File: src/rtl/urv_dbg_mbx_host.sv
// Debug-host side of the uRV debug mailbox: posts OWN-tagged requests into the core
// mailbox, waits for the firmware answer (OWN cleared) and returns it, with timeout/cancel.
module urv_dbg_mbx_host #(
    parameter int unsigned TIMEOUT_CYCLES = 1024,
    parameter int unsigned TIMER_W        = 11
) (
    input  logic        clk_i,
    input  logic        rst_n_i,
    input  logic        req_valid_i,
    output logic        req_ready_o,
    input  logic [30:0] req_data_i,
    output logic        resp_valid_o,
    input  logic        resp_ready_i,
    output logic [31:0] resp_data_o,
    output logic        resp_timeout_o,
    output logic        busy_o,
    output logic [31:0] mbx_wdata_o,
    output logic        mbx_write_o,
    input  logic [31:0] mbx_rdata_i
);

    typedef enum logic [2:0] {
        ST_IDLE   = 3'd0,
        ST_WRITE  = 3'd1,
        ST_VERIFY = 3'd2,
        ST_WAIT   = 3'd3,
        ST_RESP   = 3'd4
    } state_e;

    localparam logic [TIMER_W-1:0] TIMER_LAST = TIMER_W'(TIMEOUT_CYCLES - 1);

    state_e               state_q;
    logic [30:0]          payload_q;
    logic [TIMER_W-1:0]   timer_q;
    logic                 retry_q;
    logic                 req_ready_q;
    logic                 resp_valid_q;
    logic                 resp_timeout_q;
    logic [31:0]          resp_data_q;
    logic                 mbx_write_q;
    logic [31:0]          mbx_wdata_q;

    logic                 timer_done_s;
    logic [TIMER_W-1:0]   timer_inc_s;

    // Saturating timer increment: it parks at the timeout value instead of wrapping.
    always_comb begin
        timer_done_s = (timer_q == TIMER_LAST);
        if (timer_done_s) begin
            timer_inc_s = timer_q;
        end else begin
            timer_inc_s = timer_q + TIMER_W'(1);
        end
    end

    // Transaction FSM; every output is a register updated here.
    always_ff @(posedge clk_i or negedge rst_n_i) begin
        if (!rst_n_i) begin
            state_q        <= ST_IDLE;
            payload_q      <= 31'd0;
            timer_q        <= '0;
            retry_q        <= 1'b0;
            req_ready_q    <= 1'b0;
            resp_valid_q   <= 1'b0;
            resp_timeout_q <= 1'b0;
            resp_data_q    <= 32'd0;
            mbx_write_q    <= 1'b0;
            mbx_wdata_q    <= 32'd0;
        end else begin
            mbx_write_q <= 1'b0;
            mbx_wdata_q <= 32'd0;
            case (state_q)
                ST_IDLE: begin
                    if (req_valid_i && req_ready_q) begin
                        payload_q   <= req_data_i;
                        req_ready_q <= 1'b0;
                        retry_q     <= 1'b0;
                        mbx_write_q <= 1'b1;
                        mbx_wdata_q <= {1'b1, req_data_i};
                        state_q     <= ST_WRITE;
                    end else begin
                        req_ready_q <= 1'b1;
                    end
                end
                ST_WRITE: begin
                    // Only the first attempt starts the timeout window; retries keep counting.
                    timer_q <= retry_q ? timer_inc_s : '0;
                    state_q <= ST_VERIFY;
                end
                ST_VERIFY: begin
                    if (mbx_rdata_i == {1'b1, payload_q}) begin
                        timer_q <= retry_q ? timer_inc_s : timer_q;
                        state_q <= ST_WAIT;
                    end else begin
                        // Core wrote on the same edge and won; re-post the request.
                        retry_q     <= 1'b1;
                        timer_q     <= timer_inc_s;
                        mbx_write_q <= 1'b1;
                        mbx_wdata_q <= {1'b1, payload_q};
                        state_q     <= ST_WRITE;
                    end
                end
                ST_WAIT: begin
                    if (!mbx_rdata_i[31]) begin
                        resp_data_q    <= mbx_rdata_i;
                        resp_valid_q   <= 1'b1;
                        resp_timeout_q <= 1'b0;
                        state_q        <= ST_RESP;
                    end else if (timer_done_s) begin
                        resp_data_q    <= mbx_rdata_i;
                        resp_valid_q   <= 1'b1;
                        resp_timeout_q <= 1'b1;
                        mbx_write_q    <= 1'b1;
                        mbx_wdata_q    <= 32'd0;
                        state_q        <= ST_RESP;
                    end else begin
                        timer_q <= timer_inc_s;
                    end
                end
                ST_RESP: begin
                    if (resp_valid_q && resp_ready_i) begin
                        resp_valid_q   <= 1'b0;
                        resp_timeout_q <= 1'b0;
                        req_ready_q    <= 1'b1;
                        state_q        <= ST_IDLE;
                    end else begin
                        state_q <= ST_RESP;
                    end
                end
                default: begin
                    req_ready_q    <= 1'b0;
                    resp_valid_q   <= 1'b0;
                    resp_timeout_q <= 1'b0;
                    state_q        <= ST_IDLE;
                end
            endcase
        end
    end

    assign req_ready_o    = req_ready_q;
    assign resp_valid_o   = resp_valid_q;
    assign resp_timeout_o = resp_timeout_q;
    assign resp_data_o    = resp_data_q;
    assign mbx_write_o    = mbx_write_q;
    assign mbx_wdata_o    = mbx_wdata_q;
    assign busy_o         = (state_q != ST_IDLE);

endmodule

File: config.mk
export PLATFORM = sky130hd
export DESIGN_NAME = urv_dbg_mbx_host
export DESIGN_NICKNAME = d
export VERILOG_FILES = /design/src/rtl/urv_dbg_mbx_host.sv
export SDC_FILE = /design/constraint.sdc
export NUM_CORES = 1
export LEC_CHECK = 0
export CAP_MARGIN = 20
export CORE_UTILIZATION = 50
export CTS_BUF_LIST = sky130_fd_sc_hd__clkbuf_4
export DETAILED_ROUTE_END_ITERATION = 6
export DONT_BUFFER_PORTS = 1
export SETUP_SLACK_MARGIN = 0.1
export SYNTH_ARGS = -nofsm -noshare
export SYNTH_HDL_FRONTEND = slang
export SYNTH_SLANG_ARGS = --single-unit
File: constraint.sdc
create_clock -name clk_i -period 4.26 [get_ports clk_i]
set_clock_uncertainty 0.1 [all_clocks]
set_input_delay 0.426 -clock clk_i [delete_from_list [all_inputs] [get_ports clk_i]]
set_output_delay 0.426 -clock clk_i [all_outputs]
set_load 0.02 [all_outputs]
=== Word level (Yosys, flattened, before mapping) ===
Index checks and enable logic that the tools add are counted.

* Bits in registers: 114
* Output and inout bits: 69

* Add/subtract/negate cells: 1
* Eq/ne operators: 14
* Mux-type cells: 35
* Bitwise gates (word level): 2
* Reductions and logical operators: 15

{| class="wikitable"
|+ Operators with widths
! operator !! number
|-
| $mux 32 || 4
|-
| $mux 11 || 6
|-
| $pmux 32 s2 || 1
|-
| $pmux 11 s3 || 1
|-
| $eq 32x32->1 || 1
|-
| $pmux 3 s5 || 1
|-
| $mux 1 || 12
|-
| $mux 3 || 4
|-
| $pmux 1 s3 || 4
|-
| $add 11x1->11 const B || 1
|-
| $eq 11x10->1 const B || 1
|-
| $ne 2x2->1 const B || 5
|-
| $reduce_and 2->1 || 4
|-
| $eq 3x2->1 const B || 2
|-
| $ne 3x3->1 const B || 2
|-
| $reduce_and 3->1 || 2
|-
| $reduce_bool 3->1 || 2
|-
| $reduce_or 3->1 || 2
|-
| $reduce_and 4->1 || 1
|-
| $eq 3x1->1 const B || 1
|-
| $eq 3x3->1 const B || 1
|-
| $logic_not 3->1 || 1
|-
| $logic_and 1x1->1 || 2
|-
| $mux 2 || 1
|-
| other kinds (4) || 5
|}

=== Longest topological paths before layout ===
Gate-level depths: netlist of the first run.

* Depth after elaboration: 5
* Gate-level depth with buffers: 9

=== Least setup slack after synthesis of the first run ===
Ideal clock, no wire load.

* Kind: register to register
* Start: reg timer_q[0]
* End: reg timer_q[1]
* Data arrival time: 2.153 ns
* Data required time: 4.038 ns
* Setup slack: 1.885 ns
* Cell stages (with the launch flop): 10
* Cell sequence: dfrtp_1 ha_1 nand4_4 or4_4 buf_6 a21oi_4 nor2_4 and2_4 buf_6 a32o_1

* Longest elaborated chain between the ends: 5
* Elaborated cells on any way between the ends: 11
* Those cells by class: add/sub (1); eq/ne (2); mux (7); reduce/logical (1)

{| class="wikitable"
|+ Ends and longest elaborated chain
! what !! RTL line !! text
|-
| start: declaration || 34 || <nowiki>logic [TIMER_W-1:0] timer_q;</nowiki>
|-
| start signal: assignment || 87 || <nowiki>timer_q <= retry_q ? timer_inc_s : '0;</nowiki>
|-
| start signal: assignment || 92 || <nowiki>timer_q <= retry_q ? timer_inc_s : timer_q;</nowiki>
|-
| start signal: assignment || 97 || <nowiki>timer_q <= timer_inc_s;</nowiki>
|-
| $add 11x1->11 / $eq 11x10->1 (equally long branches) || 52, 48 ||
|-
| $mux 11 || 49 || <nowiki>if (timer_done_s) begin</nowiki>
|-
| $mux 11 (on tied branches) || 109, 92 ||
|-
| $mux 11 (on tied branches) || 104, 91 ||
|-
| $pmux 11 s3 || 72 || <nowiki>case (state_q)</nowiki>
|}

Several ways; a longest one is shown, not always the timed one. The select of a mux whose other input is x is not followed.
A chain may end at the register's enable or synchronous reset.

=== Worst setup path in the final report of the first run ===
* Start: reg payload_q[5]
* End: reg timer_q[2]

* Longest elaborated chain between the ends: 3
* Elaborated cells on any way between the ends: 5
* Those cells by class: eq/ne (2); mux (2); reduce/logical (1)

{| class="wikitable"
|+ Ends and longest elaborated chain
! what !! RTL line !! text
|-
| start: declaration || 33 || <nowiki>logic [30:0] payload_q;</nowiki>
|-
| start signal: assignment || 75 || <nowiki>payload_q <= req_data_i;</nowiki>
|-
| $eq 32x32->1 (*) || 91 || <nowiki>if (mbx_rdata_i == {1'b1, payload_q}) begin</nowiki>
|-
| $ne 3x3->1 (no source line) / $mux 11 (equally long branches) || -- ||
|-
| $reduce_and 4->1 (no source line) / $pmux 11 s3 (equally long branches) || -- ||
|}

Every way passes the cells marked *; elsewhere a longest branch is shown, timed or not.

==> results of run 1 <==
==> worst min-delay path, stage by stage <==
cell	delay (ps)
nand2_1	70
nand3_1	110
nand2_1	50
==> worst max path at each step <==
stage	startpoint	to	slack, ps	cells past startpoint
after CTS	payload_q[5]	timer_q[2]	1300	6
final	payload_q[5]	timer_q[2]	1270	6
after detailed placement	mbx_rdata_i[5]	mbx_write_o	1290	6
after global routing	payload_q[5]	mbx_write_o	1030	6
after global placement	mbx_rdata_i[5]	timer_q[2]	1400	6
after floorplan	timer_q[0]	timer_q[1]	1890	9
==> flip-flops by register name, indices dropped and copies added, names as in the netlist <==
| signal | flops |
|---|---|
| req_ready_o | 1 |
| timer_q | 11 |
| resp_data_o | 32 |
| resp_timeout_o | 1 |
| mbx_write_o | 1 |
| retry_q | 1 |
| resp_valid_o | 1 |
| state_q | 3 |
| mbx_wdata_o | 32 |
| payload_q | 31 |
==> through the flow <==
stage / cells / hold slack [ps]
6_report: 579 / 90.8
5_1_grt: 579 / 25.7
4_1_cts: 579 / 59.0
3_5_place_dp: 483 / 34.6
3_3_place_gp: 483 / 34.0
2_1_floorplan: 372 / 30.4
==> cell usage in the layout (no fill, tap or decap), types with 5 or more instances in the layout <==
cell type        n
dfrtp_1        114
dlygate4sd3_1   65
mux2_2          62
xnor2_1         31
a22o_1          31
nand2_1         18
clkbuf_4        17
nor2_1          12
a21oi_1         10
nand4_1          8
o21ai_0          7
nand3_1          6
nor3_1           6
o31ai_1          6
a31oi_1          5
bufinv_16        5
==> layer usage <==
layer | vias up | global-route usage, %
met2 | 110 | 35.8
met1 | 1613 | 28.0
li1 | 1492 | -
met3 | 4 | 8.74
met4 | 0 | 6.02
met5 | - | 0
==> power by group through the flow <==
stage	Sequential, W	Clock, W	Combinational, W
finish	0.00228	0.000898	0.00126
global route	0.00235	0.000976	0.00140
CTS	0.00228	0.000923	0.00127
detailed placement	0.00231	0	0.00119
global placement	0.00230	0	0.00116
floorplan	0.00218	0	0.00103
==> logic make-up (layout without fill, tap and decap cells) <==
kind of cell	after synthesis	count (layout)	synth area share [%]
fa+ha+maj	1	1	0.257
buf+inv	22	100	2.18
xor+xnor	31	31	5.57
simple gates	68	68	7.50
compound gates	74	74	11.6
flops	114	114	58.6
mux	62	62	14.3
==> cell type report <==
| class | count | area [um^2] |
|---|---|---|
| fillers | 744 | 3350 |
| flip-flops and latches | 114 | 2850 |
| multi-input cells | 236 | 1930 |
| repair buffers | 67 | 698 |
| clock inverters | 13 | 193 |
| well taps | 129 | 161 |
| clock buffers | 17 | 128 |
| inverters | 3 | 11.3 |
==> repair_timing <==
action,CTS,global route
buffers inserted,0,0
hold endpoints to repair,211,0
gates resized for setup,0,0
hold buffers,66,0
==> out/results.tsv, run 1 <==
metric	value	unit
p_clk_share	20.2	%
tns	0	ps
io_buffers	0	
cp_slowest_cell	nor4_1	
routed.top_layer	met4	
die_area	10100	um^2
final_max_slew_viol_count	0	
maxCapViolCount	0	
leakage	2.57	nW
path_cells	xnor2_1 -> nand4_1 -> nor4_1 -> nand3_2 -> and2_4 -> a41o_2	
yosysTopAreaCell	dfrtp_1	
clk_pin_slew_worst_paths	100	ps
final_area	5980	um^2
swShare	38.0	%
place_ws	1290	ps
critPathCaptureType	register	
rows	35	
cp-start-kind	register	
htree_levels	4	
cts_tree	done	
slew_headroom	33.3	%
synth-edff-count	0	
synth_area_per_cell	13.1	um^2
die_h	101	um
vias	3219	
cts_inserted_buffers	17	
track_usage	22.2	%
crit_buf_inv	0	
final_util	64.1	%
fin_crit	2990	ps
wire_per_inst	18.5	um
grt_pass1_wl	16600	um
netlist_top_cells_area	dfrtp_1, mux2_2, a22o_1	
grt_pass1_vias	3246	
hold_viol	0	
core-area	9330	um^2
start_util	52.2	%
syn_nets	440	
r2r_slack	1270	ps
ys.flop_type	dfrtp_1	
grt.overflow.total	0	
place_area	4980	um^2
drt-vias-per-instance	5.56	
synthTopCellsByCount	dfrtp_1, mux2_2, a22o_1, xnor2_1, nand2_1	
hpwl	6870	um
cts-root-buf	clkbuf_4	
synth_seq_cells	114	
wl_met3	791	um
num_antenna_cells	0	
async_reset_ff_share	100	%
met2WireLength	5300	um
power	0.00444	W
hold_path_class	input port to register	
clock_sink_count	114	
power_per_cell_area	743	nW/um^2
yosysMostFrequentCell	dfrtp_1	
required	4540	ps
ir_worst_vdd	0.000364	V
wirelength_met1	4550	um
ant_nets	0	
setup_violations	0	
r2r_end	timer_q[2]	
max_freq	335	MHz
antenna_found_initial	0	
cp_max_fo	11	
reg2reg_depth	6	
fp.dieW	101	um
ioPinCount	136	
ys.warnings.count	0	
worst_pin_slew	992	ps
wl	10700	um
synth_top_area_share	58.6	%
arrival	3270	ps
setup_ws	1270	ps
finalNetCount	507	
syn_inst	372	
grt_max_degree	115	
synth_cell_type_count	41	
internal_power	0.00275	W
synth_area	4870	um^2
hold_end	state_q[2]	
clk_latency	490	ps
yosysSeqAreaShare	58.6	%
critPathKind	register to register	
cts_buffer_depth	2	
synthToLayoutAreaGrowth	22.7	%
combinationalPowerShare	28.4	%
max_stage_delay	890	ps
switchingPower	0.00169	W
status	complete, no violations	
min_path_cells	3	
r2r_start	payload_q[5]	
drc	0	
place.gp.congestion	0.736	
firstDrtPassIters	4	
drt-initial-drc-count	132	
seqPwrFrac	51.4	%
post-route-period-util	70.1	%
drive_above_1_share	24.2	%
hp-start	resp_ready_i	
cpLargestDelayFamily	simple AND/OR/NAND/NOR gates	
rsz0062_at_grt	no	
No activity file was read; power rests on OpenSTA's default activity.
==> run 2: changes to the inputs <==
--- a/config.mk
+++ b/config.mk
@@ -10,6 +10,7 @@
 export CTS_BUF_LIST = sky130_fd_sc_hd__clkbuf_4
 export DETAILED_ROUTE_END_ITERATION = 6
 export DONT_BUFFER_PORTS = 1
+export PLACE_DENSITY = 0.68
 export SETUP_SLACK_MARGIN = 0.1
 export SYNTH_ARGS = -nofsm -noshare
 export SYNTH_HDL_FRONTEND = slang
==> constraint.sdc (replaced) <==
create_clock -name clk_i -period 2.59 [get_ports clk_i]
set_clock_uncertainty 0.1 [all_clocks]
set_input_delay 0.259 -clock clk_i [delete_from_list [all_inputs] [get_ports clk_i]]
set_output_delay 0.259 -clock clk_i [all_outputs]
set_load 0.02 [all_outputs]
==> out/results.tsv, run 2 (synthesis gave the netlist of run 1 again) <==
metric	value	unit	change
wire_per_inst	19.1	um	was 18.5 um
finalNetCount	516		was 507
start_util	52.2	%	unchanged
post-route-period-util	90.5	%	was 70.1%
arrival	2640	ps	was 3270 ps
clk_latency	500	ps	was 490 ps
cts_tree	done		unchanged
cp_max_fo	11		unchanged
place_area	5040	um^2	was 4980 um^2
core-area	9330	um^2	unchanged
antenna_found_initial	1		was 0
worst_pin_slew	431	ps	was 992 ps
maxCapViolCount	0		unchanged
grt_pass1_wl	17800	um	was 16,600 um
cp_slowest_cell	dfrtp_1		was nor4_1
final_cell_mix	dfrtp_1, dlygate4sd3_1, mux2_2, a22o_1, xnor2_1		was dfrtp_1, dlygate4sd3_1, mux2_2, xnor2_1, a22o_1
power_per_cell_area	1210	nW/um^2	was 743 nW/um^2
die_area	10100	um^2	unchanged
fp.dieW	101	um	unchanged
status	finished with violations		was complete, no violations
max_stage_delay	420	ps	was 890 ps
wl	11300	um	was 10,700 um
critPathCaptureType	register		unchanged
power	0.00730	W	was 0.00444 W
io_buffers	0		unchanged
required	2880	ps	was 4540 ps
drt-vias-per-instance	5.57		was 5.56
path_cells	xnor2_1 -> nand4_1 -> nor4_1 -> buf_4 -> nand3_2 -> and2_4 -> a41o_2		was xnor2_1 -> nand4_1 -> nor4_1 -> nand3_2 -> and2_4 -> a41o_2
crit_buf_inv	1		was 0
r2r_end	timer_q[2]		unchanged
ioPinCount	136		unchanged
n_fill_cell	700		was 744
cpLargestDelayFamily	simple AND/OR/NAND/NOR gates		unchanged
r2r_slack	250	ps	was 1270 ps
place.gp.congestion	0.854		was 0.736
clk_pin_slew_worst_paths	110	ps	was 100 ps
critPathKind	register to register		unchanged
hold_path_class	input port to asynchronous set/reset pin		was input port to register
hpwl	7140	um	was 6870 um
hold_viol	114		was 0
clock_sink_count	114		unchanged
final_area	6030	um^2	was 5980 um^2
drive_above_1_share	27.2	%	was 24.2%
violations	hold timing		
rsz0062_at_grt	no		unchanged
fin_crit	2340	ps	was 2990 ps
hold_slack	-661	ps	was 90.8 ps
postCtsHoldBufs	65		was 66
synthToLayoutAreaGrowth	23.8	%	was 22.7%
ir_worst_vdd	0.000651	V	was 0.000364 V
cts_buffer_depth	2		unchanged
die_h	101	um	unchanged
cts_inserted_buffers	17		unchanged
ant_nets	0		unchanged
firstDrtPassIters	4		unchanged
grt.overflow.total	0		unchanged
final_max_slew_viol_count	0		unchanged
grt_pass1_vias	3426		was 3,246
cp-start-kind	register		unchanged
reg2reg_depth	7		was 6
setup_violations	0		unchanged
r2r_start	payload_q[23]		was payload_q[5]
drt-initial-drc-count	117		was 132
cts-root-buf	clkbuf_4		unchanged
placed_cells	492		was 483
final_common_cell	dfrtp_1		unchanged
final-seq-area	2850	um^2	unchanged
tns	0	ps	unchanged
drc	0		unchanged
grt_max_degree	115		unchanged
slew_headroom	71.2	%	was 33.3%
rows	35		unchanged
track_usage	23.9	%	was 22.2%
stdcell_count	590		was 579
vias	3284		was 3,219
htree_levels	4		unchanged
multi_input_area	1950	um^2	was 1930 um^2
max_freq	427	MHz	was 335 MHz
leakage	2.60	nW	was 2.57 nW
-- run 2: metrics by stage --
step / util [%] / setup slack, ps
2_1_floorplan: - / 215
3_3_place_gp: 54.1 / 203
3_5_place_dp: 54.1 / 147
4_1_cts: 64.3 / 118
5_1_grt: 64.7 / 112
6_report: 64.7 / 246
-- run 2: worst max path at each step --
stage / startpoint / end / slack (ps) / cells after the start
after floorplan: timer_q[0] / timer_q[1] / 220 / 9
after global placement: timer_q[0] / timer_q[2] / 200 / 7
after detailed placement: timer_q[0] / resp_data_o[14] / 150 / 7
after CTS: timer_q[0] / resp_data_o[14] / 120 / 7
after global routing: payload_q[24] / timer_q[2] / 110 / 7
final: payload_q[23] / timer_q[2] / 250 / 7
-- run 2: what timing repair did --
action	4_1_cts	5_1_grt
setup buffers	0	1
endpoints found under the hold margin	216	114
setup endpoints to repair	0	39
gates resized for setup	0	4
-- run 2: power breakdown --
group	internal (W)	leakage (nW)	switching, W
clock network	0.000680	0.156	0.000718
registers	0.00256	1.43	0.00119
logic	0.00118	1.01	0.000974
total	0.00442	2.60	0.00288
-- run 2: layout make-up --
class,instances,area share [%]
Clock buffer,17,2.12
Sequential cell,114,47.3
Timing Repair Buffer,76,12.4
Inverter,3,0.187
Tap cell,129,2.68
Multi-Input combinational cell,236,32.3
Antenna cell,1,0.0415
Clock inverter,14,2.97
-- run 2: metal layers --
| metal | track usage [%] | share of wire [%] | vias up |
|---|---|---|---|
| met5 | 0 | 0 | - |
| met4 | 9.03 | 1.4 | 0 |
| met3 | 9.02 | 7.9 | 13 |
| met2 | 38.5 | 50 | 123 |
| met1 | 29.4 | 41 | 1632 |
| li1 | - | - | 1516 |
==> run 3: changes to the inputs <==
--- a/config.mk
+++ b/config.mk
@@ -6,11 +6,13 @@
 export NUM_CORES = 1
 export LEC_CHECK = 0
 export CAP_MARGIN = 20
+export CORE_MARGIN = 2
 export CORE_UTILIZATION = 50
 export CTS_BUF_LIST = sky130_fd_sc_hd__clkbuf_4
 export DETAILED_ROUTE_END_ITERATION = 6
 export DONT_BUFFER_PORTS = 1
 export PLACE_DENSITY = 0.68
+export REMOVE_ABC_BUFFERS = 1
 export SETUP_SLACK_MARGIN = 0.1
 export SYNTH_ARGS = -nofsm -noshare
 export SYNTH_HDL_FRONTEND = slang
==> out/results.tsv, run 3 (synthesis gave the netlist of run 1 again) <==
metric	value	unit	change
r2r_start	timer_q[0]		was payload_q[23]
ir_worst_vdd	0.000673	V	was 0.000651 V
clk_latency	480	ps	was 500 ps
die_h	103	um	was 101 um
setup_violations	0		unchanged
path_cells	ha_2 -> nand4_4 -> or4_4 -> a21oi_4 -> nor2_4 -> and2_4 -> a41o_2		was xnor2_1 -> nand4_1 -> nor4_1 -> buf_4 -> nand3_2 -> and2_4 -> a41o_2
setup_ws	194	ps	was 246 ps
clock_sink_count	114		unchanged
drt-initial-drc-count	125		was 117
die_area	10600	um^2	was 10,100 um^2
max_stage_delay	610	ps	was 420 ps
leakage	2.58	nW	was 2.60 nW
hpwl	6770	um	was 7140 um
post-route-period-util	92.5	%	was 90.5%
cp_max_fo	11		unchanged
maxCapViolCount	0		unchanged
grt_max_degree	115		unchanged
critPathKind	register to register		unchanged
antenna_found_initial	0		was 1
ioPinCount	136		unchanged
clk_pin_slew_worst_paths	100	ps	was 110 ps
violations	hold timing		unchanged
worst_pin_slew	394	ps	was 431 ps
final_common_cell	dfrtp_1		unchanged
multi_input_area	1930	um^2	was 1950 um^2
rsz0062_at_grt	no		unchanged
cts-root-buf	clkbuf_4		unchanged
htree_levels	4		unchanged
grt.overflow.total	0		unchanged
place.gp.congestion	0.818		was 0.854
reg2reg_depth	7		unchanged
cts_buffer_depth	2		unchanged
grt_pass1_wl	17200	um	was 17,800 um
place_ws	168	ps	was 147 ps
power_per_cell_area	1190	nW/um^2	was 1210 nW/um^2
required	2870	ps	was 2880 ps
postCtsHoldBufs	65		unchanged
rows	36		was 35
max_freq	417	MHz	was 427 MHz
critPathCaptureType	register		unchanged
r2r_slack	190	ps	was 250 ps
final_cell_mix	dfrtp_1, dlygate4sd3_1, mux2_2, xnor2_1, a22o_1		was dfrtp_1, dlygate4sd3_1, mux2_2, a22o_1, xnor2_1
status	finished with violations		unchanged
fin_crit	2400	ps	was 2340 ps
stdcell_count	593		was 590
n_fill_cell	770		was 700
final-seq-area	2850	um^2	unchanged
drc	0		unchanged
firstDrtPassIters	4		unchanged
cts_inserted_buffers	17		unchanged
tns	0	ps	unchanged
num_antenna_cells	0		was 1
r2r_end	timer_q[2]		unchanged
finalNetCount	515		was 516
grt_pass1_vias	3355		was 3,426
final_area	5980	um^2	was 6030 um^2
fp.dieW	103	um	was 101 um
start_util	50.8	%	was 52.2%
io_buffers	0		unchanged
placed_cells	494		was 492
hold_viol	114		unchanged
hold_path_class	input port to asynchronous set/reset pin		unchanged
cp_slowest_cell	or4_4		was dfrtp_1
drive_above_1_share	25.4	%	was 27.2%
hold_slack	-643	ps	was -661 ps
wl	10800	um	was 11,300 um
slew_headroom	73.8	%	was 71.2%
cp-start-kind	register		unchanged
vias	3269		was 3,284
drt-vias-per-instance	5.51		was 5.57
synthToLayoutAreaGrowth	22.7	%	was 23.8%
track_usage	21.8	%	was 23.9%
cts_tree	done		unchanged
ant_nets	0		unchanged
place_area	5030	um^2	was 5040 um^2
final_max_slew_viol_count	0		unchanged
arrival	2670	ps	was 2640 ps
core-area	9590	um^2	was 9330 um^2
wire_per_inst	18.2	um	was 19.1 um
[run 3: changes by cell type in the layout (fill, tap and decap cells not counted), sizes merged]
cell and delta:
inv -5, diode -1, buf -1, clkinv +7, clkinvlp -1
[run 3: metal layers]
layer	GRT usage (%)	wire, um	up-vias
li1	-	-	1506
met1	26.9	4430	1637
met2	34.9	5440	114
met3	9.15	818	12
met4	6.97	121	0
met5	0	0	-
[run 3: report_power, final]
part           total [W]  switching [W]  internal [W]
Clock            0.00128       0.000640      0.000643
Combinational    0.00208       0.000918       0.00116
Sequential       0.00377        0.00122       0.00256
Total            0.00714        0.00278       0.00436
[run 3: worst max-delay path: cells and delay by family, from the launching register on]
| family | cells | cell delay [ps] |
|---|---|---|
| adder cells (fa/ha/maj) | 1 | 240 |
| AND/OR/NAND/NOR | 4 | 1050 |
| flip-flops | 1 | 390 |
| AO/OA/AOI/OAI | 2 | 500 |
[run 3: how the worst max path moves through the flow]
stage / startpoint / endpoint / slack [ps] / depth (start not counted)
after global placement: timer_q[0] / timer_q[2] / 230 / 7
after CTS: timer_q[0] / timer_q[2] / 130 / 7
after floorplan: state_q[0] / payload_q[0] / -1380 / 3
after global routing: timer_q[1] / timer_q[2] / 100 / 7
after detailed placement: timer_q[0] / timer_q[2] / 170 / 7
final: timer_q[0] / timer_q[2] / 190 / 7
[run 3: metrics by stage]
stage / hold slack [ps] / utilization (%) / total power, W
6_report: -643 / 62.3 / 0.00714
5_1_grt: -713 / 62.3 / 0.00756
4_1_cts: -692 / 62.1 / 0.00715
3_5_place_dp: -134 / 52.5 / 0.00577
3_3_place_gp: -134 / 52.5 / 0.00567
2_1_floorplan: -137 / - / 0.00522
[run 3: final cells by class]
class,instances,share of cell area [%]
inverter,3,0.188
clock inverter,15,2.47
timing repair buffer,75,12.3
clock buffer,17,2.13
multi-input combinational,236,32.4
sequential,114,47.7
tap,133,2.78
[run 3: what timing repair did]
item                                    in CTS  in global routing
buffers inserted                             0                  2
endpoints found under the setup margin       0                 36
endpoints found under the hold margin      216                114
resized for setup                            0                  1
